File: src/rtl/ac_matmul_sequencer_if.sv
// Memory request port of the matmul sequencer: the sequencer is master, the word memory is slave.
interface ac_matmul_sequencer_if #(
    parameter int unsigned ADDR_W = 16
);
    logic [ADDR_W-1:0] mem_addr;
    logic              mem_rd;
    logic              mem_wr;
    logic              mem_ack;

    modport master (output mem_addr, mem_rd, mem_wr, input mem_ack);
    modport slave  (input mem_addr, mem_rd, mem_wr, output mem_ack);
endinterface

File: src/rtl/ac_matmul_sequencer.sv
// Control FSM sequencing the AC datapath through C = A x B for NxN word matrices.
// ACSEQ_PERF_CNT_EN adds a saturating busy-cycle counter on cycles_out.
module ac_matmul_sequencer #(
    parameter int unsigned WORD_SIZE = 16,
    parameter int unsigned DIM_W     = 4,
    parameter int unsigned ADDR_W    = 16
) (
    input  logic                  clk,
    input  logic                  rst,
    input  logic                  start,
    input  logic                  abort,
    input  logic [DIM_W-1:0]      dim,
    input  logic [ADDR_W-1:0]     base_a,
    input  logic [ADDR_W-1:0]     base_b,
    input  logic [ADDR_W-1:0]     base_c,
    ac_matmul_sequencer_if.master mem,
    output logic                  tr_load,
    output logic                  ac_zero,
    output logic                  ac_alu_to_ac,
    output logic                  ac_out_en,
    output logic                  busy,
    output logic                  done,
    output logic [31:0]           cycles_out
);

    if (WORD_SIZE == 0 || DIM_W > ADDR_W) begin : g_param_err
        $error("ac_matmul_sequencer: bad WORD_SIZE/DIM_W/ADDR_W");
    end

    typedef enum logic [2:0] {StIdle, StClr, StRdA, StRdB, StStore, StDone} state_e;

    state_e            state_q, state_d;
    logic [DIM_W-1:0]  dim_q, dim_d;
    logic [DIM_W-1:0]  i_q, i_d, j_q, j_d, k_q, k_d;
    logic [ADDR_W-1:0] base_b_q, base_b_d;
    logic [ADDR_W-1:0] a_row_q, a_row_d, a_ptr_q, a_ptr_d;
    logic [ADDR_W-1:0] b_ptr_q, b_ptr_d, c_ptr_q, c_ptr_d;

    logic [ADDR_W-1:0] dim_ext;
    logic [DIM_W-1:0]  last_idx;
    logic              acked;

    assign dim_ext  = ADDR_W'(dim_q);
    assign last_idx = dim_q - DIM_W'(1);
    // An ack coinciding with abort must not advance anything.
    assign acked    = mem.mem_ack && !abort;

    always_ff @(posedge clk or negedge rst) begin
        if (!rst) begin
            state_q  <= StIdle;
            dim_q    <= '0;
            i_q      <= '0;
            j_q      <= '0;
            k_q      <= '0;
            base_b_q <= '0;
            a_row_q  <= '0;
            a_ptr_q  <= '0;
            b_ptr_q  <= '0;
            c_ptr_q  <= '0;
        end else begin
            state_q  <= state_d;
            dim_q    <= dim_d;
            i_q      <= i_d;
            j_q      <= j_d;
            k_q      <= k_d;
            base_b_q <= base_b_d;
            a_row_q  <= a_row_d;
            a_ptr_q  <= a_ptr_d;
            b_ptr_q  <= b_ptr_d;
            c_ptr_q  <= c_ptr_d;
        end
    end

    always_comb begin
        state_d      = state_q;
        dim_d        = dim_q;
        i_d          = i_q;
        j_d          = j_q;
        k_d          = k_q;
        base_b_d     = base_b_q;
        a_row_d      = a_row_q;
        a_ptr_d      = a_ptr_q;
        b_ptr_d      = b_ptr_q;
        c_ptr_d      = c_ptr_q;
        mem.mem_addr = '0;
        mem.mem_rd   = 1'b0;
        mem.mem_wr   = 1'b0;
        tr_load      = 1'b0;
        ac_zero      = 1'b0;
        ac_alu_to_ac = 1'b0;
        ac_out_en    = 1'b0;
        busy         = 1'b0;
        done         = 1'b0;

        unique case (state_q)
            StIdle: begin
                if (start) begin
                    dim_d    = dim;
                    base_b_d = base_b;
                    i_d      = '0;
                    j_d      = '0;
                    k_d      = '0;
                    a_row_d  = base_a;
                    a_ptr_d  = base_a;
                    b_ptr_d  = base_b;
                    c_ptr_d  = base_c;
                    state_d  = (dim == '0) ? StDone : StClr;
                end
            end
            StClr: begin
                busy    = 1'b1;
                ac_zero = 1'b1;
                state_d = abort ? StIdle : StRdA;
            end
            StRdA: begin
                busy         = 1'b1;
                mem.mem_rd   = 1'b1;
                mem.mem_addr = a_ptr_q;
                tr_load      = acked;
                if (abort) begin
                    state_d = StIdle;
                end else if (acked) begin
                    a_ptr_d = a_ptr_q + ADDR_W'(1);
                    state_d = StRdB;
                end
            end
            StRdB: begin
                busy         = 1'b1;
                mem.mem_rd   = 1'b1;
                mem.mem_addr = b_ptr_q;
                ac_alu_to_ac = acked;
                if (abort) begin
                    state_d = StIdle;
                end else if (acked) begin
                    b_ptr_d = b_ptr_q + dim_ext;
                    k_d     = k_q + DIM_W'(1);
                    state_d = (k_q == last_idx) ? StStore : StRdA;
                end
            end
            StStore: begin
                busy         = 1'b1;
                mem.mem_wr   = 1'b1;
                mem.mem_addr = c_ptr_q;
                ac_out_en    = 1'b1;
                if (abort) begin
                    state_d = StIdle;
                end else if (acked) begin
                    c_ptr_d = c_ptr_q + ADDR_W'(1);
                    k_d     = '0;
                    if (j_q != last_idx) begin
                        // Next column of the same row of C.
                        j_d     = j_q + DIM_W'(1);
                        a_ptr_d = a_row_q;
                        b_ptr_d = base_b_q + ADDR_W'(j_q) + ADDR_W'(1);
                        state_d = StClr;
                    end else if (i_q != last_idx) begin
                        i_d     = i_q + DIM_W'(1);
                        j_d     = '0;
                        a_row_d = a_row_q + dim_ext;
                        a_ptr_d = a_row_q + dim_ext;
                        b_ptr_d = base_b_q;
                        state_d = StClr;
                    end else begin
                        state_d = StDone;
                    end
                end
            end
            StDone: begin
                done    = 1'b1;
                state_d = StIdle;
            end
            default: state_d = StIdle;
        endcase
    end

`ifdef ACSEQ_PERF_CNT_EN
    logic [31:0] cyc_q;

    always_ff @(posedge clk or negedge rst) begin
        if (!rst) begin
            cyc_q <= '0;
        end else if (state_q == StIdle && start) begin
            cyc_q <= '0;
        end else if (busy && cyc_q != 32'hFFFF_FFFF) begin
            cyc_q <= cyc_q + 32'd1;
        end
    end

    assign cycles_out = cyc_q;
`else
    assign cycles_out = '0;
`endif

endmodule
File: src/flat_wrapper.sv
// flat-port wrapper written by rule: the top's interface ports become plain ports
module ac_matmul_sequencer_flat 
#(
    parameter int unsigned WORD_SIZE = 16,
    parameter int unsigned DIM_W     = 4,
    parameter int unsigned ADDR_W    = 16
)
  (clk, rst, start, abort, dim, base_a, base_b, base_c, tr_load, ac_zero, ac_alu_to_ac, ac_out_en, busy, done, cycles_out, mem_mem_addr, mem_mem_rd, mem_mem_wr, mem_mem_ack);
  ac_matmul_sequencer_if #(.ADDR_W(ADDR_W)) mem_i ();
  input  logic clk;
  input  logic rst;
  input  logic start;
  input  logic abort;
  input  logic [DIM_W-1:0] dim;
  input  logic [ADDR_W-1:0] base_a;
  input  logic [ADDR_W-1:0] base_b;
  input  logic [ADDR_W-1:0] base_c;
  output logic tr_load;
  output logic ac_zero;
  output logic ac_alu_to_ac;
  output logic ac_out_en;
  output logic busy;
  output logic done;
  output logic [31:0] cycles_out;
  output wire logic [$bits(mem_i.mem_addr)-1:0] mem_mem_addr;
  output wire logic [$bits(mem_i.mem_rd)-1:0] mem_mem_rd;
  output wire logic [$bits(mem_i.mem_wr)-1:0] mem_mem_wr;
  input wire logic [$bits(mem_i.mem_ack)-1:0] mem_mem_ack;
  assign mem_mem_addr = mem_i.mem_addr;
  assign mem_mem_rd = mem_i.mem_rd;
  assign mem_mem_wr = mem_i.mem_wr;
  assign mem_i.mem_ack = mem_mem_ack;
  ac_matmul_sequencer #(.WORD_SIZE(WORD_SIZE), .DIM_W(DIM_W), .ADDR_W(ADDR_W)) u_core (.clk(clk), .rst(rst), .start(start), .abort(abort), .dim(dim), .base_a(base_a), .base_b(base_b), .base_c(base_c), .mem(mem_i), .tr_load(tr_load), .ac_zero(ac_zero), .ac_alu_to_ac(ac_alu_to_ac), .ac_out_en(ac_out_en), .busy(busy), .done(done), .cycles_out(cycles_out));
endmodule
File: config.mk
export PLATFORM = sky130hd
export DESIGN_NAME = ac_matmul_sequencer_flat
export DESIGN_NICKNAME = d
export VERILOG_FILES = /design/src/rtl/ac_matmul_sequencer_if.sv /design/src/rtl/ac_matmul_sequencer.sv /design/src/flat_wrapper.sv
export SDC_FILE = /design/constraint.sdc
export NUM_CORES = 1
export LEC_CHECK = 0
export ABC_CLOCK_PERIOD_IN_PS = 2650
export CAP_MARGIN = 20
export CELL_PAD_IN_SITES_DETAIL_PLACEMENT = 1
export CELL_PAD_IN_SITES_GLOBAL_PLACEMENT = 2
export CORE_MARGIN = 10
export CORE_UTILIZATION = 30
export DETAILED_ROUTE_END_ITERATION = 6
export HOLD_SLACK_MARGIN = 0.12
export PLACE_DENSITY_LB_ADDON = 0.1
export SETUP_SLACK_MARGIN = 0.3
export SYNTH_ARGS = -nofsm -noshare
export SYNTH_HDL_FRONTEND = slang
export SYNTH_SLANG_ARGS = --single-unit
File: constraint.sdc
create_clock -name clk -period 2.65 [get_ports clk]
set_input_delay 0.53 -clock clk [delete_from_list [all_inputs] [get_ports clk]]
set_output_delay 0.53 -clock clk [all_outputs]
set_load 0.03 [all_outputs]
* After elaboration in Yosys (flattened, before gate mapping)
Cells that the tools add are included.
** Cells by class
- Add/subtract/negate cells :: 10
- Equality and inequality tests :: 21
- Muxes and demuxes :: 61
- Reductions and logical operators :: 17
** Operators with widths (count)
- $mux 16 :: 20
- $pmux 16 s3 :: 3
- $pmux 16 s2 :: 2
- $mux 4 :: 13
- $add 16x1->16 const B :: 3
- $add 16x4->16 :: 3
- $mux 3 :: 11
- $pmux 4 s2 :: 2
- $pmux 3 s5 :: 1
- $reduce_and 7->1 :: 2
- $add 4x1->4 const B :: 3
- $pmux 4 s3 :: 1
- $reduce_and 6->1 :: 2
- $ne 2x2->1 const B :: 5
- $ne 3x2->1 const B :: 3
- $ne 2x1->1 const B :: 4
- $ne 4x4->1 :: 2
- $reduce_and 4->1 :: 2
- $mux 1 :: 7
- $eq 3x2->1 const B :: 2
- $eq 3x3->1 const B :: 2
- $reduce_bool 3->1 :: 2
- $reduce_and 5->1 :: 1
- $eq 4x4->1 :: 1
- 12 further kinds :: 12
** Storage, ports and cells
- Flip-flop bits (word level) :: 99
- Bits of input ports :: 57
- Word-level logic and storage cells :: 119

* Depth between registers and ports, before layout
- Depth after elaboration :: 7
- Depth in mapped cells :: 13
- Depth with buffers taken out :: 10

* Least setup slack after synthesis
OpenSTA, ideal clock, no wires.
- Kind :: register to output
- Start :: register u_core.state_q[0]
- End :: output port mem_mem_addr[10]
- Arrival :: 2.192 ns
- Required time :: 2.120 ns
- Path slack :: -0.072 ns
- Cell stages (with the launch flop) :: 9
- Path buffers :: 3
- Path through :: dfrtp_1 nor2_4 nand2_1 inv_1 clkbuf_1 buf_2 buf_2 nand2_1 o21ai_0
** Between the ends
- Longest elaborated chain between the ends :: 2
- Elaborated cells between the ends (all ways) :: 4
- Those cells by class :: 3 x eq/ne; 1 x mux
** Ends and longest elaborated chain
- start: declaration :: RTL line ac_matmul_sequencer.sv:32 : state_e state_q, state_d;
- start signal: assignment :: RTL line ac_matmul_sequencer.sv:50 : state_q <= StIdle;
- start signal: assignment :: RTL line ac_matmul_sequencer.sv:61 : state_q <= state_d;
- $eq 3x3->1 or $eq 3x2->1 (tied branches) :: RTL line ac_matmul_sequencer.sv:95 : unique case (state_q)
- $pmux 16 s3 * :: RTL line ac_matmul_sequencer.sv:95
- end: declaration :: RTL line flat_wrapper.sv:25 : output wire logic [$bits(mem_i.mem_addr)-1:0] mem_mem_addr;
Mark *: on every way between the ends. The rest lies on a longest branch, timed or not.

* Final worst setup path
- Start :: register u_core.dim_q[0]
- End :: register u_core.a_ptr_q[0]
** Between the ends
- Longest elaborated chain between the ends :: 6
- Elaborated cells between the ends (all ways) :: 11
- Those cells by class :: 2 x add/sub; 3 x eq/ne; 5 x mux; 1 x reduce/logical
** Ends and longest elaborated chain
- start: declaration :: RTL line ac_matmul_sequencer.sv:33 : logic [DIM_W-1:0] dim_q, dim_d;
- start signal: assignment :: RTL line ac_matmul_sequencer.sv:62 : dim_q <= dim_d;
- $add 16x4->16 or $sub 4x1->4 (tied branches) :: RTL line ac_matmul_sequencer.sv:160, ac_matmul_sequencer.sv:44
- $mux 16 or $ne 4x4->1 (tied branches) :: RTL line ac_matmul_sequencer.sv:156, ac_matmul_sequencer.sv:150
- $mux 16 :: RTL line ac_matmul_sequencer.sv:150 : if (j_q != last_idx) begin
- $mux 16 :: RTL line ac_matmul_sequencer.sv:147 : end else if (acked) begin
- $mux 16 :: RTL line ac_matmul_sequencer.sv:145 : if (abort) begin
- $pmux 16 s3 :: RTL line ac_matmul_sequencer.sv:95
- end signal: assignment :: RTL line ac_matmul_sequencer.sv:68 : a_ptr_q <= a_ptr_d;
- end: declaration :: RTL line ac_matmul_sequencer.sv:36 : logic [ADDR_W-1:0] a_row_q, a_row_d, a_ptr_q, a_ptr_d;
Several ways; a longest one is shown, not always the timed one. The select of a mux whose other input is x is not followed.
A chain may end at the register's enable or synchronous reset.

==> results.ini <==
[status]
status=completed

[layout]
nNetsFinal=1074
regArea_um2=2480
drive_gt1_share_pct=27.4
multi_input_area_um2=4900
final_area_um2=9930
final_cells=1320
nFillCells=2732
diodes=0
area_delta_synth_final_pct=37.4

[worst_setup_path]
r2r_slack_ns=0.23
start_kind=flop
critPathLaunch=u_core.dim_q[0]
worstSetupPathType=reg2reg
cpPeakStageDelay_ns=0.43
cp_data_arrival_time_ns=2.67
critical_path_depth=11
slowest_stage=dfrtp_1
cp_cell_sequence=inv_2 > ha_4 > xor2_2 > o2111ai_2 > or2_4 > buf_4 > nor2_4 > nor3_4 > buf_6 > clkbuf_16 > a22o_1
cp-endpoint=u_core.a_ptr_q[0]
critPathBufInv=4
required_ns=2.90
r2r.worst_path.cells=11
critPathTopFamily=buffers and inverters
r2r_end=u_core.a_ptr_q[0]
rr_startpoint=u_core.dim_q[0]
endpoint_kind=flop
crit_fanout=8

[clocking]
clkTransAtPathRegs_ns=0.07
cts_buffers=9
cts_tree=yes
clockBufferDepth=2
cts.sinks=99
hold_buffers=0
cts-root-buf=clkbuf_16
htree_levels=3
clk_latency_ns=0.36

[synth]
ys_seq_area_share_pct=34.3
synth_area_leaders=dfrtp_1 (34%), nand2_1 (5.5%), o21ai_0 (4.8%)
syn_avg_cell_area_um2=8.43
synth-edff-count=0
synth_top_area_cell=dfrtp_1
synthCells=857
synth_most_common_cell=nand2_1
synthFlopType=dfrtp_1
synthArstFlopShare_pct=100
synth_commonest_cells=nand2_1 (105), dfrtp_1 (99), nor2_1 (82)
yosysTopAreaCellShare_pct=34.3
yosysWarnings=0
post_synth_num_cell_types=71
synth_area_um2=7230
ys_ff_latch=99

[hold_path]
hp-class=in2async

[timing]
fin_worst_skew_ns=0.0112
drv_slew=0
layout_min_cycle_time_ns=2.42
fmax_ghz=0.414
tightest_slew_ns=0.825
hold_violations=0
worst_slack_ns=0.232
setup_viol=0
max_slew_margin_pct=44.8
rsz0062_at_grt=true
period_share_pct=91.3

[global_route]
grt_pass1_wl_mm=44.3
grt_max_degree=43
overflow=0
grt_pass1_vias=7459
track_usage_pct=18.2
antenna_found_initial=0

[floorplan]
start_util_pct=30.6
die_area_um2=30700
die_x_um=175
pin_count=113
coreArea_um2=23600
die_h_um=175
core.rowCount=56

[pwr]
power_density_nw_per_um2=883
peakVddDrop_uv=359
p_leak_nw=4.09

[drt]
drc=0
routed_wl_mm=29.2
post_drt_via_cell_ratio=5.38
first_pass_iters=5
ant_nets=0
vias=7108
wire_per_inst_um=22.1
drt_iter0_drc=569

[placed_design]
dp_hpwl_mm=21.2
place_congestion=0.857
pre_cts_ws_ns=-0.0963
placed_cell_area_um2=8640
numPortBuffers=80
dpl.cell_count=1262

[run]
max_cap_viol_count=0

## flip-flops by register name (all words and copies together), names as in the netlist
register         cells
u_core.b_ptr_q      16
u_core.c_ptr_q      16
u_core.i_q           4
u_core.a_ptr_q      16
u_core.dim_q         4
u_core.base_b_q     16
u_core.k_q           4
u_core.j_q           4
u_core.state_q       3
u_core.a_row_q      16
## worst min path at each step
stage,startpoint,endpoint,slack (ns),cells past startpoint
3_3_place_gp,u_core.a_row_q[2],u_core.a_row_q[2],0.52,2
6_report,rst,u_core.c_ptr_q[2],0.19,1
2_1_floorplan,rst,u_core.a_ptr_q[0],0.23,0
3_5_place_dp,u_core.base_b_q[15],u_core.base_b_q[15],0.55,1
4_1_cts,rst,u_core.c_ptr_q[3],0.21,1
5_1_grt,rst,u_core.c_ptr_q[2],0.23,1
## placed cells by master (no fill, tap or decap), types with 6 or more instances in the layout
master             n
a21oi_1           50
o21ai_0           38
nand3_1           20
clkbuf_16         12
ha_1              13
dfrtp_1           93
clkdlybuf4s50_1   54
a222oi_1           6
and3_1            19
o22ai_1            9
nor2_2             6
xor2_1            30
o21ai_1           14
nor2_1            66
xnor2_1           26
a221oi_2          10
and4_1             6
o211ai_1           9
a31oi_1           15
nand2_1          100
a22oi_1            6
a221o_1            8
a21oi_2            6
nor3_1            10
a21o_1             6
o21ai_2           18
nand4_1           10
mux2i_1           17
buf_6             15
buf_4             90
nor2_4            12
buf_12            11
conb_1            32
dfrtp_2            6
mux2_2            15
inv_1             17
## worst reg2reg max path, cell delays in order, from the launching register on
cell and delay [ns]:
dfrtp_1 0.43, inv_2 0.08, ha_4 0.30, xor2_2 0.15, o2111ai_2 0.18, or2_4 0.30, buf_4 0.15, nor2_4 0.14
nor3_4 0.07, buf_6 0.14, clkbuf_16 0.16, a22o_1 0.21
## layout make-up
class	count	area share [%]
Multi-Input combinational cell	687	49.4
Sequential cell	99	25.0
Timing Repair Buffer	178	17.9
Tap cell	319	4.02
Clock buffer	12	2.58
Inverter	21	0.819
Clock inverter	4	0.265
## logic make-up after synthesis
kind of cell	after synthesis	share of synthesized area, %
AOI/OAI and AO/OA	242	21.9
xor gates and xnor gates	63	8.12
adders and majority gates	21	3.95
buffers and inverters	102	7.58
DFF	99	34.3
muxes	33	4.83
other	1	0.0519
and+or+nand+nor	296	19.2
## power breakdown
group          total [W]  switching, W  leakage [nW]  internal [W]
Clock            0.00134      0.000646         0.139      0.000690
Sequential       0.00294      0.000899          1.17       0.00205
Combinational    0.00449       0.00239          2.78       0.00210
## stage by stage
stage                     TNS, ns  power, W  util [%]  hold WS, ns
after global placement    -0.0864   0.00646      36.6        0.521
after floorplan                 0   0.00512         -        0.234
after CTS                       0   0.00816      39.0        0.205
after detailed placement   -0.317   0.00659      36.6        0.545
after global routing            0   0.00937      42.1        0.233
final                           0   0.00877      42.1        0.186
## metal layers
| metal | track usage (%) | share of wire [%] | up-vias |
|---|---|---|---|
| met5 | 0 | 0 | - |
| met4 | 4.52 | 1.5 | 0 |
| met3 | 3.23 | 4.4 | 28 |
| met2 | 29.4 | 48 | 171 |
| met1 | 24.6 | 46 | 3598 |
| li1 | - | - | 3311 |
## repair_timing
item | in CTS | in global routing
setup buffers | 11 | 24
pin swaps | 6 | 35
gates cloned | 2 | 5
endpoints found under the setup margin | 72 | 59
endpoints found under the hold margin | 0 | 0
gates resized for setup | 41 | 109
Power figures use the tool's default switching activity.
